[config.mk]
export PLATFORM = sky130hd
export DESIGN_NAME = mul_seq
export DESIGN_NICKNAME = d
export VERILOG_FILES = /design/src/rtl/alu_pkg.sv /design/src/rtl/mul_seq.sv
export SDC_FILE = /design/constraint.sdc
export NUM_CORES = 1
export LEC_CHECK = 0
export BUFFER_PORTS_ARGS = -buffer_cell sky130_fd_sc_hd__buf_2
export CORE_ASPECT_RATIO = 0.7
export CORE_MARGIN = 2
export CORE_UTILIZATION = 48
export CTS_CLUSTER_SIZE = 20
export DETAILED_ROUTE_END_ITERATION = 7
export PLACE_DENSITY_LB_ADDON = 0.15
export SYNTH_ARGS = -nofsm -noshare
export SYNTH_HDL_FRONTEND = slang
export SYNTH_SLANG_ARGS = --single-unit
[constraint.sdc]
create_clock -name clk -period 1.9 [get_ports clk]
set_input_delay 0.38 -clock clk [delete_from_list [all_inputs] [get_ports clk]]
set_output_delay 0.38 -clock clk [all_outputs]
set_load 0.05 [all_outputs]
[src/rtl/alu_pkg.sv]
// Shared ALU control codes and the sequential multiplier state encoding.
package alu_pkg;

    localparam logic [2:0] ALU_AND  = 3'b000;
    localparam logic [2:0] ALU_OR   = 3'b001;
    localparam logic [2:0] ALU_ADD  = 3'b010;
    localparam logic [2:0] ALU_ANDN = 3'b100;
    localparam logic [2:0] ALU_ORN  = 3'b101;
    localparam logic [2:0] ALU_SUB  = 3'b110;
    localparam logic [2:0] ALU_SLT  = 3'b111;

    typedef enum logic [2:0] {
        IDLE    = 3'd0,
        NEG_A   = 3'd1,
        NEG_B   = 3'd2,
        ITER    = 3'd3,
        NEG_LO  = 3'd4,
        NEG_HI0 = 3'd5,
        NEG_HI1 = 3'd6,
        DONE    = 3'd7
    } mul_state_t;

endpackage

[src/rtl/mul_seq.sv]
// Iterative 32x32->64 shift-add multiplier that borrows the shared datapath ALU.
// Define MUL_SIGNED_EN to add the is_signed port and two's-complement sign fixup.
module mul_seq
    import alu_pkg::*;
(
    input  logic        clk,
    input  logic        reset,
    input  logic        in_valid,
    output logic        in_ready,
    input  logic [31:0] a,
    input  logic [31:0] b,
`ifdef MUL_SIGNED_EN
    input  logic        is_signed,
`endif
    output logic        out_valid,
    input  logic        out_ready,
    output logic [31:0] hi,
    output logic [31:0] lo,
    output logic        alu_busy,
    output logic [31:0] alu_op1,
    output logic [31:0] alu_op2,
    output logic [2:0]  alu_con,
    input  logic [31:0] alu_res,
    input  logic        alu_zf
);

    mul_state_t  state_q, state_d;
    logic [31:0] mcand_q, mcand_d;
    logic [31:0] hi_q, hi_d;
    logic [31:0] lo_q, lo_d;
    logic [4:0]  cnt_q, cnt_d;
    logic        carry;

`ifdef MUL_SIGNED_EN
    logic        a_neg_q, a_neg_d;
    logic        b_neg_q, b_neg_d;
    logic        neg_q, neg_d;
    logic        lo_zero_q, lo_zero_d;
`else
    logic        unused_zf;
    assign unused_zf = alu_zf;
`endif

    assign hi = hi_q;
    assign lo = lo_q;

    always_comb begin
        state_d   = state_q;
        mcand_d   = mcand_q;
        hi_d      = hi_q;
        lo_d      = lo_q;
        cnt_d     = cnt_q;
        carry     = 1'b0;
        in_ready  = 1'b0;
        out_valid = 1'b0;
        alu_busy  = 1'b0;
        alu_op1   = 32'd0;
        alu_op2   = 32'd0;
        alu_con   = 3'b000;
`ifdef MUL_SIGNED_EN
        a_neg_d   = a_neg_q;
        b_neg_d   = b_neg_q;
        neg_d     = neg_q;
        lo_zero_d = lo_zero_q;
`endif
        case (state_q)
            IDLE: begin
                in_ready = 1'b1;
                if (in_valid) begin
                    mcand_d = a;
                    lo_d    = b;
                    hi_d    = 32'd0;
                    cnt_d   = 5'd0;
`ifdef MUL_SIGNED_EN
                    a_neg_d = is_signed & a[31];
                    b_neg_d = is_signed & b[31];
                    neg_d   = is_signed & (a[31] ^ b[31]);
                    state_d = NEG_A;
`else
                    state_d = ITER;
`endif
                end
            end
`ifdef MUL_SIGNED_EN
            NEG_A: begin
                alu_busy = 1'b1;
                alu_con  = ALU_SUB;
                alu_op2  = mcand_q;
                if (a_neg_q) mcand_d = alu_res;
                state_d  = NEG_B;
            end
            NEG_B: begin
                alu_busy = 1'b1;
                alu_con  = ALU_SUB;
                alu_op2  = lo_q;
                if (b_neg_q) lo_d = alu_res;
                state_d  = ITER;
            end
`endif
            ITER: begin
                alu_busy = 1'b1;
                alu_con  = ALU_ADD;
                alu_op1  = hi_q;
                alu_op2  = lo_q[0] ? mcand_q : 32'd0;
                // A 32-bit add wrapped iff the sum is below either addend.
                carry    = (alu_res < hi_q);
                hi_d     = {carry, alu_res[31:1]};
                lo_d     = {alu_res[0], lo_q[31:1]};
                cnt_d    = cnt_q + 5'd1;
                if (cnt_q == 5'd31) begin
`ifdef MUL_SIGNED_EN
                    state_d = NEG_LO;
`else
                    state_d = DONE;
`endif
                end
            end
`ifdef MUL_SIGNED_EN
            NEG_LO: begin
                alu_busy  = 1'b1;
                alu_con   = ALU_SUB;
                alu_op2   = lo_q;
                lo_zero_d = alu_zf;
                if (neg_q) lo_d = alu_res;
                state_d   = NEG_HI0;
            end
            NEG_HI0: begin
                alu_busy = 1'b1;
                alu_con  = ALU_SUB;
                alu_op2  = hi_q;
                if (neg_q) hi_d = alu_res;
                state_d  = NEG_HI1;
            end
            // -{hi,lo} = {~hi + (lo==0), -lo} = {-hi - (lo!=0), -lo}
            NEG_HI1: begin
                alu_busy = 1'b1;
                alu_con  = ALU_SUB;
                alu_op1  = hi_q;
                alu_op2  = lo_zero_q ? 32'd0 : 32'd1;
                if (neg_q) hi_d = alu_res;
                state_d  = DONE;
            end
`endif
            DONE: begin
                out_valid = 1'b1;
                if (out_ready) state_d = IDLE;
            end
            default: state_d = IDLE;
        endcase
    end

    always_ff @(posedge clk) begin
        if (reset) begin
            state_q   <= IDLE;
            mcand_q   <= 32'd0;
            hi_q      <= 32'd0;
            lo_q      <= 32'd0;
            cnt_q     <= 5'd0;
`ifdef MUL_SIGNED_EN
            a_neg_q   <= 1'b0;
            b_neg_q   <= 1'b0;
            neg_q     <= 1'b0;
            lo_zero_q <= 1'b0;
`endif
        end else begin
            state_q   <= state_d;
            mcand_q   <= mcand_d;
            hi_q      <= hi_d;
            lo_q      <= lo_d;
            cnt_q     <= cnt_d;
`ifdef MUL_SIGNED_EN
            a_neg_q   <= a_neg_d;
            b_neg_q   <= b_neg_d;
            neg_q     <= neg_d;
            lo_zero_q <= lo_zero_d;
`endif
        end
    end

endmodule

==> results of run 1 <==
per-layer routing:
layer,wire [um],vias up
met2,6810,206
li1,-,2558
met3,1260,18
met1,6510,2371
met4,194,0
met5,0,-
worst max-delay path by stage:
stage                       startpoint                   to  slack, ns  cells past startpoint
2_1_floorplan      hi[28]$_SDFFE_PP0P_          alu_op1[28]      -0.34                      2
3_3_place_gp               alu_res[23]  hi[31]$_SDFFE_PP0P_       0.08                      7
3_5_place_dp               alu_res[23]  hi[31]$_SDFFE_PP0P_       0.07                      7
4_1_cts        state_q[2]$_SDFFE_PP0P_            out_valid      -0.02                      3
5_1_grt        state_q[2]$_SDFFE_PP0P_          alu_op2[11]     -0.007                      4
6_report       state_q[2]$_SDFFE_PP0P_          alu_op2[21]       0.02                      4
final cells by class:
cell class              count  area, um^2  share of cell area, %
clock buffers              10         229                   3.20
multi-input cells         428        2890                   40.5
inverters                  34         128                   1.79
flip-flops and latches    103        2060                   28.9
clock inverters             5        81.3                   1.14
well taps                 153         191                   2.68
repair buffers            248        1560                   21.8
placed cells by master (no fill, tap or decap), types with 6 or more instances in the layout:
cell type	instances
buf_2	188
dfxtp_1	101
nand2_1	72
nor2_1	71
a21oi_1	44
inv_1	34
a22oi_1	34
ha_1	33
mux2i_1	32
buf_4	31
a211oi_2	30
and3_1	25
buf_6	24
nor3_1	23
nor3_2	10
clkbuf_16	9
and3_2	7
a21o_1	6
kinds of logic (layout without fill, tap and decap cells):
group	count (synthesis)	count (layout)
compound gates	133	133
xor+xnor	2	2
buf+inv	86	297
mux	32	32
fa+ha+maj	33	33
simple gates	226	226
flops	103	103
other cells	1	2
stage by stage:
step / cells / area [um^2] / setup WS [ns]
floorplan: 617 / 5310 / -0.339
global placement: 965 / 6560 / 0.0788
detailed placement: 965 / 6560 / 0.0695
CTS: 981 / 6980 / -0.0174
global route: 981 / 7140 / -0.00687
finish: 981 / 7140 / 0.0238
tightest hold or removal path: cells and delay by family:
family | cells | cell delay [ns]
buffers and inverters | 1 | 0.10
AND/OR/NAND/NOR | 1 | 0.04
AO/OA/AOI/OAI | 1 | 0.05
state kept, by name, indices dropped and copies added, names as in the netlist:
signal,count
state_q,2
hi,32
lo,32
mcand_q,32
cnt_q,5
power groups by stage:
stage / clock, uW / combinational, uW / sequential [uW]
after floorplan: 0 / 729 / 2780
after global placement: 0 / 1420 / 2440
after detailed placement: 0 / 1450 / 2450
after CTS: 2000 / 1480 / 2400
after global routing: 2070 / 1600 / 2420
final: 1960 / 1490 / 2400
synth_stat cells (2+ instances only):
master	count
inv_1	34
ha_1	33
a211oi_2	30
a2111oi_0	2
buf_8	2
a31oi_1	2
buf_2	11
a22oi_1	34
o21ai_0	5
a21oi_1	44
clkbuf_1	31
a211oi_1	4
nor3_1	33
nor2_1	71
nand4_1	5
buf_6	2
xor2_1	2
a21o_1	6
buf_4	5
nand2_1	72
dfxtp_1	103
mux2i_1	32
and2_1	3
and3_1	33
nand2b_1	3
repair_timing:
action                                  CTS  global route
resized for setup                        33            52
cloned                                    1             0
endpoints found under the setup margin   21            58
buffers inserted                          0             0
hold buffers                              0             0
==> impl_metrics.yaml, run 1 <==
cells_and_area:
  n_antenna_cell: 0
  utilization_pct: 65.8
  fin_nets: 958
  drive_gt1_share_pct: 38.4
  fillers: 926
  syn_to_final_growth_pct: 35.2
clocking:
  cts_max_level: 3
  clk_pin_slew_ns: 0.07
  cts_made_buffers: 9
  max-clock-path-buffers: 2
  cts_root_buffer: "clkbuf_16"
  clkSinkCount: 103
  cts_tree: "done"
  insertion_delay_ns: 0.34
grt:
  grt.met3_usage_pct: 6.65
  met2_usage_pct: 38.7
  grt_pass1_vias: 4814
  grt_max_degree: 65
  antenna_found_initial: 0
  busiest_layer: "met2"
  overflow: 0
  grt_use_total_pct: 23.7
  met1_usage_pct: 30.9
  grt_pass1_wl_um: 22900
route:
  drt_iter0_markers: 289
  drtAntennaViolNets: 0
  drt_wl_total_um: 14800
  drc: 0
  vias_per_cell: 5.25
  vias: 5153
  wire_per_inst_um: 15.1
  firstDrtPassIters: 5
sta:
  final-setup-viol-count: 0
  hold_viol: 0
  post-route-period-util_pct: 98.7
  fin_skew_ns: 0.00671
  rsz0062_at_grt: "yes"
  setup_tns_ns: 0
  slew_viol_final: 0
  max_clock_freq_mhz: 533
  min_period_ns: 1.88
  holdWs_ns: 0.266
synth:
  muxShareOfSynthArea_pct: 6.06
  ys_top_cells_by_area: "dfxtp_1, ha_1, a211oi_2, mux2i_1, nand2_1"
  syn_area_um2: 5280
  avgSynthCellArea_um2: 8.58
  synth-edff-count: 0
  ys_warn_count: 0
  synth_top_area_share_pct: 39.0
  seq_area_frac_synth_pct: 39.0
  ys_types: 39
  async_flop_share_pct: 0
  synth_top_family_by_area: "compound AO/OA/AOI/OAI gates"
  synth_fa_ha_area_share_pct: 7.82
  ys.flop_type: "dfxtp_1"
  yosys.area_share.simple_pct: 19.3
  synthXorXnorAreaFrac_pct: 0.332
  synth_compound_area_share_pct: 19.7
  synth_top_area_cell: "dfxtp_1"
  syn_inst: 616
  synth.ff_latch_count: 103
place:
  portBuffers: 231
  dp_hpwl_um: 10300
  place_congestion: 0.845
floorplan:
  io_pins: 235
  start_util_pct: 48.7
  core_um2: 10900
  die-area_um2: 11900
  fp-row-count: 32
  die_x_um: 129
  die_height_um: 91.8
power_and_ir_drop:
  p_per_area_nw_per_um2: 818
  power_frac_clock_pct: 33.5
  internal_power_uw: 3930
  power.total_uw: 5850
  ir_worst_vdd_uv: 504
  swShare_pct: 32.7
  combPwrFrac_pct: 25.5
  pwr-share-seq_pct: 41.1
  switchingPower_uw: 1910
  static-leakage-power_uw: 0.00343
setup_path:
  crit_buf_inv: 2
  reg2reg_slack_ns: 0.13
  worst-path-max-fanout: 20
  r2r-end: "hi[31]$_SDFFE_PP0P_"
  critical_path.top_delay_family: "simple AND/OR/NAND/NOR gates"
  cp_slowest_cell: "dfxtp_1"
  worstPathArrival_ns: 1.50
  cp-end-kind: "output pin"
  ff2ff_path_depth: 7
  crit_chain: "and2b_4 > buf_12 > and3_1 > buf_4"
  crit_type: "flip-flop to output pin"
  worst_ep_required_time_ns: 1.52
  rr_startpoint: "hi[23]$_SDFFE_PP0P_"
  start_kind: "flip-flop"
  critPathMaxStageDelay_ns: 0.32
hold_path:
  holdPathEnd: "mcand_q[29]$_SDFFE_PP0P_"
  worstHoldPathCells: 3
  min_from: "a[29]"
  hold_class: "input pin to flip-flop"
run:
  max_cap_violations: 0
outcome:
  status: "completed"
Note: power is estimated with default switching activity, not from simulation.
==> inputs of run 2 (changes only) <==
- CTS_BUF_LIST: default -> sky130_fd_sc_hd__clkbuf_16
==> impl_metrics.yaml, run 2 (synthesis results as in run 1) <==
clocking:
  cts_root_buffer: "clkbuf_16"
  ctsHoldBuffers: 0
  cts_tree: "done"
  insertion_delay_ns: 0.34
  cts_max_level: 3
  cts_made_buffers: 9
  clkSinkCount: 103
  clk_pin_slew_ns: 0.07
  max-clock-path-buffers: 2
route:
  vias: 5150
  vias_per_cell: 5.25
  drc: 0
  firstDrtPassIters: 5
  drtAntennaViolNets: 0
  drt_wl_total_um: 14800
  wire_per_inst_um: 15.1
  drt_iter0_markers: 289
sta:
  post-route-period-util_pct: 98.9
  fin_ws_ns: 0.0216
  fin_skew_ns: 0.00655
  setup_tns_ns: 0
  min_period_ns: 1.88
  slew_viol_final: 0
  max_clock_freq_mhz: 532
  hold_viol: 0
  rsz0062_at_grt: "yes"
  final-setup-viol-count: 0
cells_and_area:
  syn_to_final_growth_pct: 35.2
  drive_gt1_share_pct: 38.4
  n_antenna_cell: 0
  layout_common_cells: "buf_2, dfxtp_1, nand2_1, nor2_1, a21oi_1"
  fillers: 926
  final_area_um2: 7140
  fin_nets: 958
  mostFrequentLayoutCell: "buf_2"
grt:
  grt_use_total_pct: 23.7
  antenna_found_initial: 0
  grt_pass1_vias: 4814
  grt_max_degree: 65
  grt_pass1_wl_um: 22900
  overflow: 0
setup_path:
  start_kind: "flip-flop"
  worst-path-max-fanout: 20
  crit_type: "flip-flop to output pin"
  crit_buf_inv: 2
  worst_ep_required_time_ns: 1.52
  worstPathArrival_ns: 1.50
  cp_slowest_cell: "dfxtp_1"
  critPathMaxStageDelay_ns: 0.32
  crit_chain: "and2b_4 > buf_12 > and3_1 > buf_4"
  critical_path.top_delay_family: "simple AND/OR/NAND/NOR gates"
  cp-end-kind: "output pin"
hold_path:
  hold_class: "input pin to flip-flop"
floorplan:
  io_pins: 235
  fp-row-count: 32
  die-area_um2: 11900
  start_util_pct: 48.7
  core_um2: 10900
  die_x_um: 129
  die_height_um: 91.8
place:
  portBuffers: 231
  placed_area_um2: 6560
  place_congestion: 0.845
  pre_cts_ws_ns: 0.0695
  dp_hpwl_um: 10300
outcome:
  status: "completed"
power_and_ir_drop:
  p_per_area_nw_per_um2: 818
  ir_worst_vdd_uv: 504
  static-leakage-power_uw: 0.00344
run:
  max_cap_violations: 0
## run 2: power breakdown
group / internal, uW / switching (uW) / total, uW
sequential: 2300 / 96.9 / 2400
combinational: 480 / 1010 / 1490
clock: 1150 / 807 / 1950
## run 2: tightest hold or removal path: cells and delay by family
family,cells,cell delay [ns]
AND/OR/NAND/NOR,1,0.04
AO/OA/AOI/OAI,1,0.05
buffers and inverters,1,0.10
## run 2: what timing repair did
action,4_1_cts,5_1_grt
hold endpoints to repair,0,0
buffers inserted,0,0
pin swaps,0,0
endpoints found under the setup margin,21,58
resized for setup,33,52
gates cloned,1,0
## run 2: per-layer routing
metal	vias to the layer above	GRT usage, %	wire length [um]
met3	18	6.65	1220
met1	2373	30.9	6530
met2	203	38.7	6800
met5	-	0	0
met4	0	6.07	206
li1	2556	-	-
## run 2: path summary, 6_finish.rpt
check	from	endpoint	slack, ns	cells after the start
hold / removal	a[29]	mcand_q[29]$_SDFFE_PP0P_	0.27	3
setup / recovery	state_q[2]$_SDFFE_PP0P_	alu_op2[21]	0.02	4
hold reg to reg	mcand_q[29]$_SDFFE_PP0P_	mcand_q[29]$_SDFFE_PP0P_	0.45	2
setup reg to reg	hi[23]$_SDFFE_PP0P_	hi[31]$_SDFFE_PP0P_	0.14	7
## run 2: area by class of cell
cell class              instances  area, um^2  share of cell area, %
clock buffers                   9         225                   3.15
clock inverters                 6        85.1                   1.19
inverters                      34         128                   1.79
multi-input cells             428        2890                   40.5
flip-flops and latches        103        2060                   28.9
well taps                     153         191                   2.68
repair buffers                248        1560                   21.8
## run 2: through the flow
stage                     hold WS (ns)  power (uW)  utilization, %  std cells
final                            0.266        5840            65.8        981
after global routing             0.263        6090            65.8        981
after CTS                        0.258        5870            64.4        981
after detailed placement         0.442        3900            60.4        965
after global placement           0.437        3860            60.4        965
after floorplan                  0.432        3510               -        617
